## src/rtl/clock_ctrl_pkg.sv

```systemverilog
// ----------------------------------------------------------------------------
// clock_ctrl_pkg
// Shared types and constants for the clock set/advance controller.
//   btn_state_e          per-button conditioner FSM state
//   *_DEF                default cycle counts for a 50 MHz clk
//   cnt_width()          bits needed for a counter holding 0 .. n-1
// ----------------------------------------------------------------------------
package clock_ctrl_pkg;

   typedef enum logic [1:0] {
      BTN_IDLE   = 2'd0,
      BTN_DELAY  = 2'd1,
      BTN_REPEAT = 2'd2
   } btn_state_e;

   // 10 ms debounce, 500 ms before auto-repeat, then 100 ms between repeats
   localparam int unsigned DEBOUNCE_CYCLES_DEF = 500000;
   localparam int unsigned REPEAT_DELAY_DEF    = 25000000;
   localparam int unsigned REPEAT_PERIOD_DEF   = 5000000;

   function automatic int unsigned cnt_width(input int unsigned n);
      return (n <= 2) ? 1 : $clog2(n);
   endfunction

endpackage

```

## src/rtl/btn_conditioner.sv

```systemverilog
// ----------------------------------------------------------------------------
// btn_conditioner
// One active-low push-button: 2-FF synchroniser, debounce, press-edge
// detection and (optionally) hold-to-auto-repeat.
//   clk          system clock
//   rst          synchronous active-high reset
//   btn_n        asynchronous button, active low
//   press_pulse  one-cycle pulse per accepted press / repeat
// Build option: CLOCK_AUTO_REPEAT_EN compiles in BTN_DELAY/BTN_REPEAT and the
// repeat timer; without it the FSM is idle/held, one pulse per press.
//
//   state      | meaning
//   -----------+-----------------------------------------------------------
//   BTN_IDLE   | accepted level released, waiting for an accepted press
//   BTN_DELAY  | pressed, timer counting REPEAT_DELAY (held state when
//              | auto-repeat is not built)
//   BTN_REPEAT | pressed, pulse every REPEAT_PERIOD cycles
// ----------------------------------------------------------------------------
module btn_conditioner
   import clock_ctrl_pkg::*;
#(
   parameter int unsigned DEBOUNCE_CYCLES = DEBOUNCE_CYCLES_DEF,
   parameter int unsigned REPEAT_DELAY    = REPEAT_DELAY_DEF,
   parameter int unsigned REPEAT_PERIOD   = REPEAT_PERIOD_DEF
) (
   input  logic clk,
   input  logic rst,
   input  logic btn_n,
   output logic press_pulse
);

   localparam int unsigned DB_W = cnt_width(DEBOUNCE_CYCLES);

   if (DEBOUNCE_CYCLES < 2 || REPEAT_DELAY < 2 || REPEAT_PERIOD < 2) begin : g_param_chk
      $error("btn_conditioner: cycle counts must be >= 2");
   end

   logic            sync_q1;
   logic            sync_q2;
   logic            level_q;   // accepted level, 1 = released
   logic [DB_W-1:0] db_cnt;
   logic            pressed;
   btn_state_e      state;

   always_ff @(posedge clk) begin
      if (rst) begin
         sync_q1 <= 1'b1;
         sync_q2 <= 1'b1;
         level_q <= 1'b1;
         db_cnt  <= '0;
      end else begin
         sync_q1 <= btn_n;
         sync_q2 <= sync_q1;
         if (sync_q2 == level_q) begin
            db_cnt <= '0;
         end else if (db_cnt == DB_W'(DEBOUNCE_CYCLES - 1)) begin
            level_q <= sync_q2;
            db_cnt  <= '0;
         end else begin
            db_cnt <= db_cnt + 1'b1;
         end
      end
   end

   assign pressed = ~level_q;

`ifdef CLOCK_AUTO_REPEAT_EN
   localparam int unsigned TMR_MAX = (REPEAT_DELAY > REPEAT_PERIOD) ? REPEAT_DELAY : REPEAT_PERIOD;
   localparam int unsigned TMR_W   = cnt_width(TMR_MAX);

   // Down-counter loaded with N-1; the pulse fires on the cycle it is seen at 0,
   // so successive pulses are exactly N cycles apart.
   logic [TMR_W-1:0] tmr;

   always_ff @(posedge clk) begin
      if (rst) begin
         state       <= BTN_IDLE;
         tmr         <= '0;
         press_pulse <= 1'b0;
      end else begin
         press_pulse <= 1'b0;
         case (state)
            BTN_IDLE: begin
               if (pressed) begin
                  press_pulse <= 1'b1;
                  tmr         <= TMR_W'(REPEAT_DELAY - 1);
                  state       <= BTN_DELAY;
               end
            end
            BTN_DELAY, BTN_REPEAT: begin
               // release wins over a coincident timer expiry
               if (!pressed) begin
                  state <= BTN_IDLE;
               end else if (tmr == '0) begin
                  press_pulse <= 1'b1;
                  tmr         <= TMR_W'(REPEAT_PERIOD - 1);
                  state       <= BTN_REPEAT;
               end else begin
                  tmr <= tmr - 1'b1;
               end
            end
            default: state <= BTN_IDLE;
         endcase
      end
   end
`else
   always_ff @(posedge clk) begin
      if (rst) begin
         state       <= BTN_IDLE;
         press_pulse <= 1'b0;
      end else begin
         press_pulse <= 1'b0;
         case (state)
            BTN_IDLE: begin
               if (pressed) begin
                  press_pulse <= 1'b1;
                  state       <= BTN_DELAY;
               end
            end
            BTN_DELAY: begin
               if (!pressed) state <= BTN_IDLE;
            end
            default: state <= BTN_IDLE;
         endcase
      end
   end
`endif

endmodule

```

## src/rtl/clock_set_ctrl.sv

```systemverilog
// ----------------------------------------------------------------------------
// clock_set_ctrl
// Set/advance controller for the digital clock. Conditions NUM_FIELDS buttons
// and merges each press pulse with the ripple carry of its time field.
//   clk         system clock
//   rst         synchronous active-high reset
//   set_n       asynchronous set-mode switch, active low
//   btn_n       asynchronous field buttons, active low (bit i -> field i)
//   carry_in    ripple carry into field i (bit 0 = 1 Hz tick)
//   enable_out  count enable for field i (combinational from carry_in)
//   set_active  synchronised set mode, used to freeze the seconds tick
// Build option: CLOCK_AUTO_REPEAT_EN enables hold-to-auto-repeat.
// ----------------------------------------------------------------------------
module clock_set_ctrl
   import clock_ctrl_pkg::*;
#(
   parameter int unsigned NUM_FIELDS      = 3,
   parameter int unsigned DEBOUNCE_CYCLES = DEBOUNCE_CYCLES_DEF,
   parameter int unsigned REPEAT_DELAY    = REPEAT_DELAY_DEF,
   parameter int unsigned REPEAT_PERIOD   = REPEAT_PERIOD_DEF
) (
   input  logic                  clk,
   input  logic                  rst,
   input  logic                  set_n,
   input  logic [NUM_FIELDS-1:0] btn_n,
   input  logic [NUM_FIELDS-1:0] carry_in,
   output logic [NUM_FIELDS-1:0] enable_out,
   output logic                  set_active
);

   logic                  set_q1;
   logic                  set_q2;
   logic [NUM_FIELDS-1:0] press_pulse;

   always_ff @(posedge clk) begin
      if (rst) begin
         set_q1     <= 1'b1;
         set_q2     <= 1'b1;
         set_active <= 1'b0;
      end else begin
         set_q1     <= set_n;
         set_q2     <= set_q1;
         set_active <= ~set_q2;
      end
   end

   for (genvar i = 0; i < int'(NUM_FIELDS); i++) begin : g_field
      btn_conditioner #(
         .DEBOUNCE_CYCLES (DEBOUNCE_CYCLES),
         .REPEAT_DELAY    (REPEAT_DELAY),
         .REPEAT_PERIOD   (REPEAT_PERIOD)
      ) u_cond (
         .clk         (clk),
         .rst         (rst),
         .btn_n       (btn_n[i]),
         .press_pulse (press_pulse[i])
      );
   end

   // Pulses outside set mode are dropped; a pulse coincident with carry gives
   // a single enable (one increment lost, seconds are frozen while setting).
   assign enable_out = carry_in | (press_pulse & {NUM_FIELDS{set_active}});

endmodule

```

## config.mk

```make
export PLATFORM = sky130hd
export DESIGN_NAME = clock_set_ctrl
export DESIGN_NICKNAME = d
export VERILOG_FILES = /design/src/rtl/clock_ctrl_pkg.sv /design/src/rtl/btn_conditioner.sv /design/src/rtl/clock_set_ctrl.sv
export SDC_FILE = /design/constraint.sdc
export NUM_CORES = 1
export LEC_CHECK = 0
export CAP_MARGIN = 20
export CORE_MARGIN = 3
export CORE_UTILIZATION = 56
export CTS_CLUSTER_DIAMETER = 200
export DETAILED_ROUTE_END_ITERATION = 10
export GPL_TIMING_DRIVEN = 0
export PLACE_DENSITY = 0.74
export RECOVER_POWER = 100
export SLEW_MARGIN = 20
export SYNTH_ARGS = -nofsm -noshare
export SYNTH_HDL_FRONTEND = slang
export SYNTH_SLANG_ARGS = --single-unit
```

## constraint.sdc

```tcl
create_clock -name clk -period 5.8 [get_ports clk]
set_input_delay 1.16 -clock clk [delete_from_list [all_inputs] [get_ports clk]]
set_output_delay 1.16 -clock clk [all_outputs]
set_load 0.05 [all_outputs]
```

==> results of run 1 <==
flip-flops by register name (all words and copies together), names as in the netlist:
signal	flops
g_field.u_cond.db_cnt	57
g_field.u_cond.level_q	3
g_field.u_cond.press_pulse	3
g_field.u_cond.state	3
g_field.u_cond.sync_q1	3
g_field.u_cond.sync_q2	3
set_active	1
set_q1	1
set_q2	1
per-layer routing:
layer  vias to the layer above  wire (um)  global-route usage
met5                         -          0                   0
met4                         0         24               0.101
met3                         2        242              0.0399
met2                        45       2630               0.309
met1                      1105       2940               0.261
li1                       1249          -                   -
cell families (layout without fill, tap and decap cells):
logic type / after synthesis / count (layout) / share of synthesized area
AOI/OAI and AO/OA: 19 / 19 / 0.0403
and+or+nand+nor: 181 / 181 / 0.306
muxes: 4 / 4 / 0.0126
xor gates and xnor gates: 46 / 46 / 0.127
DFF: 75 / 75 / 0.474
buffers and inverters: 19 / 47 / 0.0288
adders and majority gates: 3 / 3 / 0.0118
metrics by stage:
stage	setup slack (ns)	area (um^2)	hold slack, ns
finish	2.05	3570	0.386
global route	2.01	3570	0.399
CTS	2.11	3600	0.392
detailed placement	2.12	3380	0.380
global placement	2.12	3380	0.366
floorplan	3.14	3170	0.363
Yosys cell counts (3+ instances only):
library cell | n | share of area
nor3_1 | 12 | 0.019
nor4_1 | 15 | 0.030
xnor2_1 | 30 | 0.083
and4_1 | 4 | 0.011
nor2_1 | 64 | 0.076
dfxtp_1 | 75 | 0.47
nand2_1 | 16 | 0.019
a21oi_1 | 7 | 0.011
xor2_1 | 16 | 0.044
ha_1 | 3 | 0.012
nand3_1 | 18 | 0.028
mux2i_1 | 4 | 0.013
nand4_1 | 16 | 0.032
o21ai_0 | 4 | 0.0063
or2_2 | 8 | 0.016
clkbuf_1 | 5 | 0.0059
a21o_1 | 3 | 0.0071
inv_1 | 10 | 0.012
or4_1 | 7 | 0.017
power breakdown:
part	switching [W]	internal, W
sequential	0.00000167	0.000518
combinational	0.0000131	0.0000105
clock	0.000193	0.000255
area by class of cell:
type                    instances  area, um^2
repair buffers                 12         120
flip-flops and latches         75        1500
well taps                      70        87.6
clock buffers                  10         138
fillers                       439        1740
inverters                      10        37.5
multi-input cells             253        1560
plain buffers                   9        33.8
clock inverters                 6        87.6
path summary, 6_finish.rpt:
kind                                        to  slack, ns  cells after the start
setup / recovery                 enable_out[0]       2.05                      3
hold / removal                      set_active       0.39                      1
setup reg to reg  g_field[2].u_cond.db_cnt[10]       2.88                      5
hold reg to reg                     set_active       0.39                      1
==> results.sh, run 1 <==
export IMPL_status="complete, no violations"
export IMPL_cts_hold_buf=0
export IMPL_io_buffers=12
export IMPL_slew_headroom=0.369
export IMPL_numClockSinks=75
export IMPL_drt_wl_total_um=5840
export IMPL_cap_violations=0
export IMPL_synthToLayoutAreaGrowth_pct=12.5
export IMPL_pin_count=13
export IMPL_antenna_found_initial=0
export IMPL_synth_cells=347
export IMPL_crit_path_max_fanout=1
export IMPL_final_common_cell="dfxtp_1"
export IMPL_cts_resized=0
export IMPL_coreArea_um2=5300
export IMPL_period_share=0.646
export IMPL_route_vias_total=2401
export IMPL_min_delay_start="set_q2"
export IMPL_clockBufferDepth=2
export IMPL_p_leak_nw=1.11
export IMPL_r2r_start="g_field[2].u_cond.db_cnt[11]"
export IMPL_drc_errors=0
export IMPL_required_ns=4.64
export IMPL_die_w_um=81.2
export IMPL_insertion_delay_ns=0.34
export IMPL_grt_max_degree=14
export IMPL_vias_per_cell=5.40
export IMPL_num_rows=26
export IMPL_drt_iter0_drc=168
export IMPL_antenna_cells=0
export IMPL_yosys_warnings=0
export IMPL_synth_avg_cell_area_um2=9.13
export IMPL_worst_path_max_delay_cell="dlygate4sd3_1"
export IMPL_cts_tree="built"
export IMPL_worstMarginPinSlew_ns=0.936
export IMPL_drtAntennaViolNets=0
export IMPL_final_cell_mix="75 x dfxtp_1, 64 x nor2_1, 30 x xnor2_1"
export IMPL_ys_flop_type="dfxtp_1"
export IMPL_die_y_um=81.2
export IMPL_arrival_ns=2.59
export IMPL_max_freq_mhz=267
export IMPL_cpLargestDelayFamily="buffers and inverters"
export IMPL_tns_ns=0
export IMPL_worstPathCellList="clkdlybuf4s50_1 -> a21o_1 -> dlygate4sd3_1"
export IMPL_place_inst=429
export IMPL_first_pass_iters=4
export IMPL_gr_total_overflow=0
export IMPL_synth_seq_cells=75
export IMPL_hold_path_class="reg2reg"
export IMPL_setup_viol_count_final=0
export IMPL_slew_viol_final=0
export IMPL_grt_pass1_wl_um=10200
export IMPL_nets=382
export IMPL_grt_use_total=0.199
export IMPL_synth_area_um2=3170
export IMPL_clk_pin_slew_worst_paths_ns=0.08
export IMPL_fin_total_pwr_w=0.000991
export IMPL_wl_per_cell_um=13.1
export IMPL_skew_ns=0.00924
export IMPL_ir_worst_vdd_mv=0.186
export IMPL_hold_viol_final=0
export IMPL_htree_levels=3
export IMPL_dp_hpwl_um=3970
export IMPL_grt_pass1_vias=2262
export IMPL_crit_buf_inv=2
export IMPL_die_area_um2=6600
export IMPL_final_core_util=0.672
export IMPL_crit_start="carry_in[0]"
export IMPL_cellPowerDensity_nw_per_um2=278
export IMPL_start_kind="input pin"
export IMPL_cts_buffers=9
export IMPL_syn_nets=359
export IMPL_fin_crit_ns=3.75
export IMPL_worst_setup_path_end_kind="output pin"
export IMPL_seq_area_frac_synth=0.474
export IMPL_post_cts_buffers=0
export IMPL_crit_type="in2out"
export IMPL_synthDistinctLibCells=41
export IMPL_finalNonFillerCells=445
export IMPL_rsz0062_at_grt="false"
export IMPL_async_reset_ff_frac=0
export IMPL_root_buffer="clkbuf_8"
export IMPL_start_util=0.598
export IMPL_critPathMaxStageDelay_ns=0.89
export IMPL_synth_edf_count=0
export IMPL_drive_gt1_frac=0.0800
export IMPL_gp_congestion=0.837
Power figures use the tool's default switching activity.
==> inputs of run 2 (changes only) <==
==> constraint.sdc (replaced) <==
create_clock -name clk -period 3.81 [get_ports clk]
set_input_delay 0.762 -clock clk [delete_from_list [all_inputs] [get_ports clk]]
set_output_delay 0.762 -clock clk [all_outputs]
set_load 0.05 [all_outputs]
==> results.sh, run 2 (synthesis gave the netlist of run 1 again) <==
export IMPL_cts_resized=0
export IMPL_coreArea_um2=5300
export IMPL_r2r_end="g_field[2].u_cond.db_cnt[10]"
export IMPL_largest_reg_flops=57
export IMPL_grt_pass1_vias=2262
export IMPL_hold_path_class="reg2reg"
export IMPL_fin_crit_ns=2.95
export IMPL_crit_path_end="enable_out[0]"
export IMPL_first_pass_iters=4
export IMPL_die_w_um=81.2
export IMPL_die_y_um=81.2
export IMPL_root_buffer="clkbuf_8"
export IMPL_status="complete, no violations"
export IMPL_cts_tree="built"
export IMPL_gr_total_overflow=0
export IMPL_crit_path_max_fanout=1
export IMPL_final_core_util=0.673
export IMPL_r2r_start="g_field[2].u_cond.db_cnt[11]"
export IMPL_htree_levels=3
export IMPL_antenna_found_initial=0
export IMPL_fillCellCount=438
export IMPL_io_buffers=12
export IMPL_drc_errors=0
export IMPL_fin_total_pwr_w=0.00151
export IMPL_setup_viol_count_final=0
export IMPL_post_cts_buffers=0
export IMPL_start_util=0.598
export IMPL_regMostFlops="g_field.u_cond.db_cnt"
export IMPL_cap_violations=0
export IMPL_synthToLayoutAreaGrowth_pct=12.6
export IMPL_clockBufferDepth=2
export IMPL_cellPowerDensity_nw_per_um2=423
export IMPL_slew_viol_final=0
export IMPL_rsz0062_at_grt="false"
export IMPL_reg2reg_slack_ns=0.89
export IMPL_grt_use_total=0.199
export IMPL_drt_wl_total_um=5840
export IMPL_final_area_um2=3570
export IMPL_cts_hold_buf=0
export IMPL_drt_iter0_drc=168
export IMPL_dp_hpwl_um=3970
export IMPL_pin_count=13
export IMPL_setup_slack_ns=0.859
export IMPL_tns_ns=0
export IMPL_drive_gt1_frac=0.0827
export IMPL_wl_per_cell_um=13.1
export IMPL_vias_per_cell=5.40
export IMPL_slew_headroom=0.369
export IMPL_insertion_delay_ns=0.34
export IMPL_clk_pin_slew_worst_paths_ns=0.08
export IMPL_crit_start="carry_in[0]"
export IMPL_cts_buffers=9
export IMPL_die_area_um2=6600
export IMPL_required_ns=3.05
export IMPL_antenna_cells=0
export IMPL_gp_congestion=0.837
export IMPL_arrival_ns=2.19
export IMPL_ir_worst_vdd_mv=0.283
export IMPL_final_common_cell="dfxtp_1"
export IMPL_start_kind="input pin"
export IMPL_grt_max_degree=14
export IMPL_max_freq_mhz=339
export IMPL_numClockSinks=75
export IMPL_worstMarginPinSlew_ns=0.936
export IMPL_final_cell_mix="75 x dfxtp_1, 64 x nor2_1, 30 x xnor2_1"
export IMPL_period_share=0.774
export IMPL_skew_ns=0.00924
export IMPL_post_place_ws_ns=0.928
export IMPL_ff2ff_path_depth=5
export IMPL_nets=382
export IMPL_place_area_um2=3380
export IMPL_p_leak_nw=1.11
export IMPL_num_rows=26
export IMPL_hold_viol_final=0
export IMPL_drtAntennaViolNets=0
export IMPL_route_vias_total=2401
export IMPL_grt_pass1_wl_um=10200
export IMPL_crit_type="in2out"
export IMPL_worst_setup_path_end_kind="output pin"
## run 2: cell count changes in the layout (fill, tap and decap cells not counted)
| cell | previous run | this run |
|---|---|---|
| and2b_1 | 1 | 0 |
| and2b_2 | 0 | 1 |
## run 2: per-stage QoR
step / hold WS (ns) / std cells
after floorplan: 0.363 / 347
after global routing: 0.399 / 445
final: 0.386 / 445
after detailed placement: 0.380 / 429
after global placement: 0.366 / 429
after CTS: 0.392 / 445
## run 2: layer usage
metal  global-route usage  wire length [um]  up-vias
met5                    0                 0        -
met4                0.101                24        0
met3               0.0399               242        2
met2                0.309              2630       45
met1                0.261              2940     1105
li1                     -                 -     1249
## run 2: area by class of cell
type | count | area (um^2) | share of cell area
plain buffers | 9 | 33.8 | 0.00947
multi-input cells | 253 | 1560 | 0.438
clock buffers | 10 | 138 | 0.0386
inverters | 10 | 37.5 | 0.0105
clock inverters | 6 | 87.6 | 0.0246
flip-flops and latches | 75 | 1500 | 0.421
repair buffers | 12 | 120 | 0.0337
well taps | 70 | 87.6 | 0.0246
## run 2: power by group
group | internal, W | leakage (nW) | total, W | switching (W)
Clock | 0.000388 | 0.117 | 0.000682 | 0.000294
Sequential | 0.000788 | 0.606 | 0.000791 | 0.00000254
Combinational | 0.0000160 | 0.383 | 0.0000360 | 0.0000199
## run 2: how the worst min path moves through the flow
stage               startpoint          to  depth (start not counted)
floorplan               set_q2  set_active                          1
global placement        set_q2  set_active                          1
detailed placement      set_q2  set_active                          1
CTS                     set_q2  set_active                          1
global route            set_q2  set_active                          1
finish                  set_q2  set_active                          1
## run 2: critical path, cell delays in order
cell and delay, ns:
clkdlybuf4s50_1 0.45, a21o_1 0.08, dlygate4sd3_1 0.89
